[src/rtl/traffic_phase_controller.sv]
// traffic_phase_controller
//   N-approach intersection phase sequencer: ALL_RED -> GREEN -> AMBER -> ALL_RED.
//   Durations are counted in `tick` strobes. Emergency requests win the grant,
//   can truncate a non-emergency green and hold their own green. Load requests
//   are served round-robin after the last served approach.
// Ports:
//   clk, rst            clock, asynchronous active-high reset
//   tick                one-cycle timebase strobe
//   green_len/amber_len phase lengths in ticks (0 behaves as 1), sampled on phase entry
//   load_req/emer_req   per-approach level requests
//   red/amber/green     registered lamp outputs, exactly one set per approach
//   active_dir          approach served (GREEN/AMBER) or last served (ALL_RED)
//   emer_active         current GREEN/AMBER was granted by an emergency
//   phase_done          one-cycle pulse when ALL_RED is entered from AMBER
module traffic_phase_controller #(
  parameter int  NUM_DIRS     = 4,
  parameter int  CNT_W        = 6,
  parameter int  ALLRED_TICKS = 1,
  localparam int DIR_W        = ($clog2(NUM_DIRS) < 1) ? 1 : $clog2(NUM_DIRS)
) (
  input  logic                clk,
  input  logic                rst,
  input  logic                tick,
  input  logic [CNT_W-1:0]    green_len,
  input  logic [CNT_W-1:0]    amber_len,
  input  logic [NUM_DIRS-1:0] load_req,
  input  logic [NUM_DIRS-1:0] emer_req,
  output logic [NUM_DIRS-1:0] red,
  output logic [NUM_DIRS-1:0] amber,
  output logic [NUM_DIRS-1:0] green,
  output logic [DIR_W-1:0]    active_dir,
  output logic                emer_active,
  output logic                phase_done
);

  typedef enum logic [1:0] {S_ALL_RED, S_GREEN, S_AMBER} state_e;

  localparam logic [CNT_W-1:0] CNT_ONE    = CNT_W'(1);
  localparam logic [CNT_W-1:0] CNT_ALLRED = CNT_W'(ALLRED_TICKS);
  localparam logic [DIR_W-1:0] DIR_LAST   = DIR_W'(NUM_DIRS - 1);

  state_e              state_q, state_d;
  logic [CNT_W-1:0]    cnt_q, cnt_d;
  logic [DIR_W-1:0]    last_dir_q, last_dir_d;
  logic [DIR_W-1:0]    active_dir_q, active_dir_d;
  logic                emer_phase_q, emer_phase_d;
  logic [NUM_DIRS-1:0] red_q, red_d, amber_q, amber_d, green_q, green_d;
  logic                emer_active_q, emer_active_d;
  logic                phase_done_q, phase_done_d;

  logic [DIR_W-1:0]    next_dir, grant;
  logic                grant_emer, found;
  logic [NUM_DIRS-1:0] act_mask, new_mask;
  logic [CNT_W-1:0]    green_eff, amber_eff;
  logic                preempt, hold;

  function automatic logic sel(input logic [NUM_DIRS-1:0] v, input int unsigned i);
    logic [NUM_DIRS-1:0] s;
    s = v >> i;
    return s[0];
  endfunction

  function automatic logic [NUM_DIRS-1:0] onehot(input logic [DIR_W-1:0] d);
    logic [NUM_DIRS-1:0] m;
    m = '0;
    for (int unsigned i = 0; i < NUM_DIRS; i++)
      if (d == DIR_W'(i)) m = NUM_DIRS'(1) << i;
    return m;
  endfunction

  // Grant for the ALL_RED exit: emergency lowest index, else load round-robin
  // starting after last_dir, else plain rotation.
  always_comb begin
    int unsigned idx;
    idx        = 0;
    next_dir   = (last_dir_q == DIR_LAST) ? '0 : last_dir_q + 1'b1;
    grant      = next_dir;
    grant_emer = 1'b0;
    found      = 1'b0;
    if (|emer_req) begin
      grant_emer = 1'b1;
      for (int unsigned i = 0; i < NUM_DIRS; i++) begin
        if (!found && sel(emer_req, i)) begin
          grant = DIR_W'(i);
          found = 1'b1;
        end
      end
    end else if (|load_req) begin
      for (int unsigned k = 0; k < NUM_DIRS; k++) begin
        idx = 32'(next_dir) + k;
        if (idx >= NUM_DIRS) idx = idx - NUM_DIRS;
        if (!found && sel(load_req, idx)) begin
          grant = DIR_W'(idx);
          found = 1'b1;
        end
      end
    end
  end

  assign green_eff = (green_len == '0) ? CNT_ONE : green_len;
  assign amber_eff = (amber_len == '0) ? CNT_ONE : amber_len;
  assign act_mask  = onehot(active_dir_q);
  assign preempt   = !emer_phase_q && |(emer_req & ~act_mask);
  assign hold      = |(emer_req & act_mask);

  always_comb begin
    state_d      = state_q;
    cnt_d        = cnt_q;
    last_dir_d   = last_dir_q;
    active_dir_d = active_dir_q;
    emer_phase_d = emer_phase_q;
    phase_done_d = 1'b0;
    if (tick) begin
      unique case (state_q)
        S_ALL_RED: begin
          if (cnt_q > CNT_ONE) cnt_d = cnt_q - 1'b1;
          else begin
            state_d      = S_GREEN;
            cnt_d        = green_eff;
            active_dir_d = grant;
            last_dir_d   = grant;
            emer_phase_d = grant_emer;
          end
        end
        S_GREEN: begin
          // Preemption ends the green regardless of cnt; an emergency on the
          // active approach only pins cnt at 1.
          if (preempt) begin
            state_d = S_AMBER;
            cnt_d   = amber_eff;
          end else if (cnt_q > CNT_ONE) cnt_d = cnt_q - 1'b1;
          else if (!hold) begin
            state_d = S_AMBER;
            cnt_d   = amber_eff;
          end
        end
        S_AMBER: begin
          if (cnt_q > CNT_ONE) cnt_d = cnt_q - 1'b1;
          else begin
            state_d      = S_ALL_RED;
            cnt_d        = CNT_ALLRED;
            phase_done_d = 1'b1;
          end
        end
        default: state_d = S_ALL_RED;
      endcase
    end
    // Outputs are decoded from next-state values so they register with the state.
    new_mask      = onehot(active_dir_d);
    green_d       = (state_d == S_GREEN) ? new_mask : '0;
    amber_d       = (state_d == S_AMBER) ? new_mask : '0;
    red_d         = ~(green_d | amber_d);
    emer_active_d = emer_phase_d && (state_d != S_ALL_RED);
  end

  always_ff @(posedge clk or posedge rst) begin
    if (rst) begin
      state_q       <= S_ALL_RED;
      cnt_q         <= CNT_ALLRED;
      last_dir_q    <= DIR_LAST;
      active_dir_q  <= '0;
      emer_phase_q  <= 1'b0;
      red_q         <= '1;
      amber_q       <= '0;
      green_q       <= '0;
      emer_active_q <= 1'b0;
      phase_done_q  <= 1'b0;
    end else begin
      state_q       <= state_d;
      cnt_q         <= cnt_d;
      last_dir_q    <= last_dir_d;
      active_dir_q  <= active_dir_d;
      emer_phase_q  <= emer_phase_d;
      red_q         <= red_d;
      amber_q       <= amber_d;
      green_q       <= green_d;
      emer_active_q <= emer_active_d;
      phase_done_q  <= phase_done_d;
    end
  end

  assign red         = red_q;
  assign amber       = amber_q;
  assign green       = green_q;
  assign active_dir  = active_dir_q;
  assign emer_active = emer_active_q;
  assign phase_done  = phase_done_q;

endmodule

[config.mk]
export PLATFORM = sky130hd
export DESIGN_NAME = traffic_phase_controller
export DESIGN_NICKNAME = d
export VERILOG_FILES = /design/src/rtl/traffic_phase_controller.sv
export SDC_FILE = /design/constraint.sdc
export NUM_CORES = 1
export LEC_CHECK = 0
export CORE_MARGIN = 2
export CORE_UTILIZATION = 35
export CTS_BUF_LIST = sky130_fd_sc_hd__clkbuf_16
export DETAILED_ROUTE_END_ITERATION = 7
export SYNTH_ARGS = -nofsm -noshare
export SYNTH_HDL_FRONTEND = slang
export SYNTH_SLANG_ARGS = --single-unit
[constraint.sdc]
create_clock -name clk -period 5.35 [get_ports clk]
set_input_delay 1.07 -clock clk [delete_from_list [all_inputs] [get_ports clk]]
set_output_delay 1.07 -clock clk [all_outputs]
set_load 0.05 [all_outputs]
==> results.toml, run 1 <==
[clock_network]
cts_setup_buffers = 0
clockBufferDepth = 2
cts_root_buf = "clkbuf_16"
cts_num_sinks = 27
cts_resized = 0
cts_tree = "built"
cts_max_level = 1
path_clk_slew_ns = 0.07
numCtsBuffers = 3
clkLatencyLatePin_ns = 0.27
holdBufCountCts = 0

[sta]
fmax_mhz = 297
rsz0062_at_grt = "false"
worstMarginPinSlew_ns = 1.05
slew_violations = 0
period_needed_ns = 3.36
skew_ns = 0.00491
fin_crit_sh_pct = 62.8
finalHoldViolCount = 0
slew_headroom_pct = 30.0
finalSetupViolations = 0
fin_setup_tns_ns = 0

[layout]
fin_nets = 284
utilization_pct = 45.6
instances_no_fill = 323
layout-drive-gt1-share_pct = 14.7
n_antenna_cell = 0
area_growth_pct = 24.3

[power_and_ir_drop]
ir_drop_mv = 0.316
switching_share_pct = 47.8
p_leak_nw = 0.954
seq_power_share_pct = 24.1
p_total_mw = 1.50
p_int_mw = 0.780
combPwrFrac_pct = 63.8
power_density_nw_per_um2 = 593
p_switching_mw = 0.716
power_frac_clock_pct = 12.1

[worst_setup_path]
start_kind = "input pin"
r2r_slack_ns = 2.13
crit_arrival_ns = 3.56
crit_fanout = 12
crit_type = "in2reg"
worstReg2RegEnd = "amber[0]"
crit_required_ns = 5.55
worst-r2r-cell-count = 9
cp-startpoint = "emer_req[2]"
r2r-start = "last_dir_q[0]"
timing.critical_path.to_type = "register"

[yosys]
async_flop_share_pct = 100
synth_cells = 219
synth.area.top_cells = "dfrtp_1, dfstp_2, ha_1, nor2_1, mux2i_1"
ys_seq_area_share_pct = 33.7
synth_enable_flop_cells = 0
ys_ff_latch = 27
syn_area_um2 = 2030
netlist.area_leader.share_pct = 24.6
syn_avg_cell_area_um2 = 9.28
yosys_warnings = 0
syn_nets = 251
synth_ff_type = "dfrtp_1"
ys_types = 64
yosysTopAreaCell = "dfrtp_1"

[grt]
grt.overflow.total = 0
globalRouteTotalUtil_pct = 15.7
antenna_found_initial = 0
grt_max_degree = 28
grt_pass1_vias = 1674
grt_pass1_wl_um = 8000

[die]
fp.coreArea_um2 = 5540
die_area_um2 = 6430
die_w_um = 80.2
start_util_pct = 36.7
boundaryPins = 39
die_h_um = 80.2
placementRows = 27

[place]
port_buffers = 38
dp_hpwl_um = 3660
gp_congestion = 0.837
dp.cells = 319

[detailed_routing]
ant_nets = 0
topRoutingLayerUsed = "met4"
wl_um = 4840
wl_met2_um = 2280
remaining_drc_errors = 0
wl_met3_um = 188
via_per_inst = 5.55
wl_per_cell_um = 15.0
drt_iter0_markers = 79
firstDrtPassIters = 4
vias = 1792
met1Wirelength_um = 2300

[outcome]
status = "finished clean"

[hold_path]
whs_path_depth = 2
hold_path.class = "reg2reg"
hold_end = "last_dir_q[1]"
hold_start = "last_dir_q[1]"

[run]
maxCapViolations = 0
-- worst max path at each step --
stage	to	depth (start not counted)	slack, ns
2_1_floorplan	amber[1]	11	2.55
3_3_place_gp	amber[0]	8	1.88
3_5_place_dp	cnt_q[0]	7	1.78
4_1_cts	cnt_q[0]	7	2.07
5_1_grt	cnt_q[0]	7	1.75
6_report	cnt_q[0]	7	1.99
-- synth_stat cells (all sizes together), types with 2 or more instances --
library cell  count
nand2b            2
o31ai             2
ha                9
a211o             3
xor2              2
o221ai            2
mux2i             6
a21oi             8
o21bai            2
clkbuf            6
a221oi            2
or2               3
o22ai             2
nor4              2
inv              14
nor3             19
xnor2             2
a31oi             3
mux4              2
nor2             22
o311ai            2
o31a              2
nor4b             3
nand4             7
nand4b            2
nand2            11
or3               5
nor3b             2
o211ai            3
mux2              3
o21ai            14
buf               4
nand3b            2
and2              2
o21a              2
dfstp             7
dfrtp            20
-- final cells by class --
type	instances	area, um^2
Tap cell	72	90.1
Multi-Input combinational cell	167	1220
Timing Repair Buffer	38	380
Inverter	15	61.3
Clock buffer	3	75.1
Fill cell	542	3020
Sequential cell	27	684
Clock inverter	1	8.76
-- metrics by stage --
step                setup WS [ns]  hold slack, ns  cell area (um^2)
floorplan                    2.55           0.477              2030
global placement             1.88           0.500              2440
detailed placement           1.78           0.495              2440
CTS                          2.07           0.509              2520
global route                 1.75           0.522              2520
finish                       1.99           0.506              2520
-- worst max-delay path, cell delays in order --
cell and delay [ns]:
clkdlybuf4s50_1 0.60, mux2i_1 0.12, a31oi_1 0.21, o21ai_0 0.22, a41oi_1 0.84, o311ai_0 0.30, o221a_2 0.20
-- placed cells by master, fill, tap and decap left out, types with 3 or more instances in the layout --
master / Yosys / routed
a31oi_1: 3 / 3
o21ai_0: 10 / 10
dfstp_2: 7 / 7
nand2_1: 11 / 11
nand4_1: 7 / 7
mux2_2: 3 / 3
nor3_2: 6 / 6
clkdlybuf4s50_1: 0 / 38
ha_1: 9 / 9
nor3_1: 12 / 12
nor2_1: 21 / 21
o21ai_1: 3 / 3
a21oi_1: 8 / 8
clkbuf_16: 0 / 3
mux2i_1: 6 / 6
nor4b_1: 3 / 3
or3_4: 3 / 3
inv_1: 13 / 13
o211ai_1: 3 / 3
dfrtp_1: 20 / 20
a211o_1: 3 / 3
-- state kept, by name, indices dropped and copies added (netlist names) --
register	flops
red	4
emer_active	1
amber	4
state_q	2
emer_phase_q	1
green	4
cnt_q	6
active_dir	2
last_dir_q	2
phase_done	1
-- power by group through the flow --
stage	logic [mW]	registers, mW	clock network, mW
final	0.955	0.361	0.181
after global routing	1.05	0.372	0.193
after CTS	0.953	0.361	0.184
after detailed placement	0.948	0.365	0
after global placement	0.949	0.364	0
after floorplan	0.671	0.442	0
-- cells by family (layout without fill, tap and decap cells) --
group	Yosys count	count (layout)	synth area share, %
mux	11	11	6.83
flops	27	27	33.7
fa+ha+maj	9	9	5.54
compound gates	57	57	21.0
buf+inv	25	57	6.03
simple gates	86	86	25.2
xor+xnor	4	4	1.72
-- metal layers --
metal / vias up / GRT usage [%]
li1: 890 / -
met1: 860 / 22.5
met2: 37 / 23.8
met3: 5 / 1.69
met4: 0 / 6.27
met5: - / 0
Power figures use the tool's default switching activity.
==> inputs of run 2 (changes only) <==
Clock period 5.35 ns to 3.05 ns, I/O delays scaled along.
==> run 2 against run 1 <==
Effect of this change: total power increased by 79%; critical path type is now reg2reg; largest cell class unchanged; clock power rose by 70%; via count up 3.6%; routed wire length rose by 3.3%.
==> results.toml, run 2 (synthesis results as in run 1) <==
[clock_network]
cts_num_sinks = 27
path_clk_slew_ns = 0.07
cts_max_level = 1
numCtsBuffers = 3
cts_root_buf = "clkbuf_16"
cts_resized = 0
holdBufCountCts = 0
clockBufferDepth = 2
clkLatencyLatePin_ns = 0.26
cts_setup_buffers = 0
cts_tree = "built"

[run]
maxCapViolations = 0

[power_and_ir_drop]
ir_drop_mv = 0.382
power_density_nw_per_um2 = 1030
p_leak_nw = 1.00

[detailed_routing]
remaining_drc_errors = 0
via_per_inst = 5.58
vias = 1857
firstDrtPassIters = 4
wl_per_cell_um = 15.0
drt_iter0_markers = 115
ant_nets = 0
wl_um = 5000

[sta]
finalSetupViolations = 0
period_needed_ns = 2.79
slew_headroom_pct = 66.5
slew_violations = 0
fin_crit_sh_pct = 91.6
finalHoldViolCount = 0
worst_hold_slack_ns = 0.500
worstMarginPinSlew_ns = 0.502
skew_ns = 0.00376
fin_setup_tns_ns = 0
rsz0062_at_grt = "false"
fmax_mhz = 358

[die]
boundaryPins = 39
fp.coreArea_um2 = 5540
die_area_um2 = 6430
die_w_um = 80.2
die_h_um = 80.2
start_util_pct = 36.7
placementRows = 27

[layout]
top_register = "cnt_q"
layout-drive-gt1-share_pct = 18.4
area_growth_pct = 28.2
final_cell_mix = "clkdlybuf4s50_1, nor2_1, dfrtp_1, inv_1, nor3_1"
fin_nets = 294
multiInputGateArea_um2 = 1230
final_common_cell = "clkdlybuf4s50_1"
n_fill_cell = 545
n_antenna_cell = 0
largest_reg_flops = 6
seq_area_um2 = 684

[place]
port_buffers = 38
dp_hpwl_um = 3860
gp_congestion = 0.812

[worst_setup_path]
cp_cell_sequence = "inv_1 > ha_1 > buf_4 > or3_1 > a221oi_2 > nor2_1 > a311o_1 > o21a_2 > buf_4 > nor3_1"
cp_common_cell = "buf_4"
timing.critical_path.to_type = "register"
crit_fanout = 5
worst-path-buf-inv = 3
critical-path-slowest-cell = "dfstp_2"
crit_type = "reg2reg"
worst_path_dominant_cell_family = "compound AO/OA/AOI/OAI gates"
crit_required_ns = 3.23
start_kind = "register"
crit_arrival_ns = 2.98
max_stage_delay_ns = 0.54

[grt]
antenna_found_initial = 0
grt_max_degree = 28
grt_pass1_wl_um = 8580
grt.overflow.total = 0
grt_pass1_vias = 1835
globalRouteTotalUtil_pct = 16.9

[hold_path]
hold_path.class = "reg2reg"

[outcome]
status = "finished clean"
[run 2: changes by cell type in the layout (fill, tap and decap cells not counted)]
cell	previous run	this run
buf_4	0	10
and3_4	0	1
and3_1	1	0
[run 2: metrics by stage]
step	setup slack, ns	std cells	power, mW	cell area [um^2]	utilization, %
CTS	0.0628	333	2.68	2600	46.9
detailed placement	0.0291	329	2.36	2520	45.4
global route	0.0661	333	2.90	2610	47.0
floorplan	0.247	219	1.95	2030	-
global placement	0.122	329	2.35	2520	45.4
finish	0.257	333	2.68	2610	47.0
[run 2: area by class of cell]
type / instances / area share (%)
repair buffers: 48 / 17.5
clock inverters: 1 / 0.336
multi-input cells: 167 / 47.2
well taps: 72 / 3.46
flip-flops and latches: 27 / 26.3
clock buffers: 3 / 2.88
inverters: 15 / 2.35
[run 2: power breakdown]
part | internal, mW | leakage, nW | total (mW) | switching (mW)
Sequential | 0.506 | 0.335 | 0.613 | 0.107
Clock | 0.181 | 0.0415 | 0.308 | 0.126
Combinational | 0.735 | 0.628 | 1.76 | 1.03
Total | 1.42 | 1.00 | 2.68 | 1.26
[run 2: final timing paths]
kind	end	cells past startpoint	startpoint	slack (ns)
worst max-delay path	amber[1]	10	last_dir_q[1]	0.26
worst min-delay path	last_dir_q[1]	2	last_dir_q[1]	0.50
worst max register to register	amber[1]	10	last_dir_q[1]	0.26
worst min register to register	last_dir_q[1]	2	last_dir_q[1]	0.50
max in group asynchronous	red[0]	3	rst	2.05
min in group asynchronous	cnt_q[3]	3	rst	0.70
[run 2: layer usage]
| metal | vias to the layer above | wire [um] | GRT usage [%] |
|---|---|---|---|
| met1 | 890 | 2370 | 23.4 |
| met4 | 0 | 61 | 5.42 |
| met3 | 5 | 223 | 1.80 |
| met2 | 47 | 2340 | 27.3 |
| li1 | 915 | - | - |
| met5 | - | 0 | 0 |
[run 2: tightest hold or removal path, delay by kind of cell, from the launching register on]
family,cells,cell delay [ns]
flops,1,0.38
simple gates,2,0.12
==> inputs of run 3 (changes only) <==
Settings changed: CAP_MARGIN set to 20.
==> results of run 3 <==
Same layout as run 2: the final DEF is identical, and so are final timing and power.
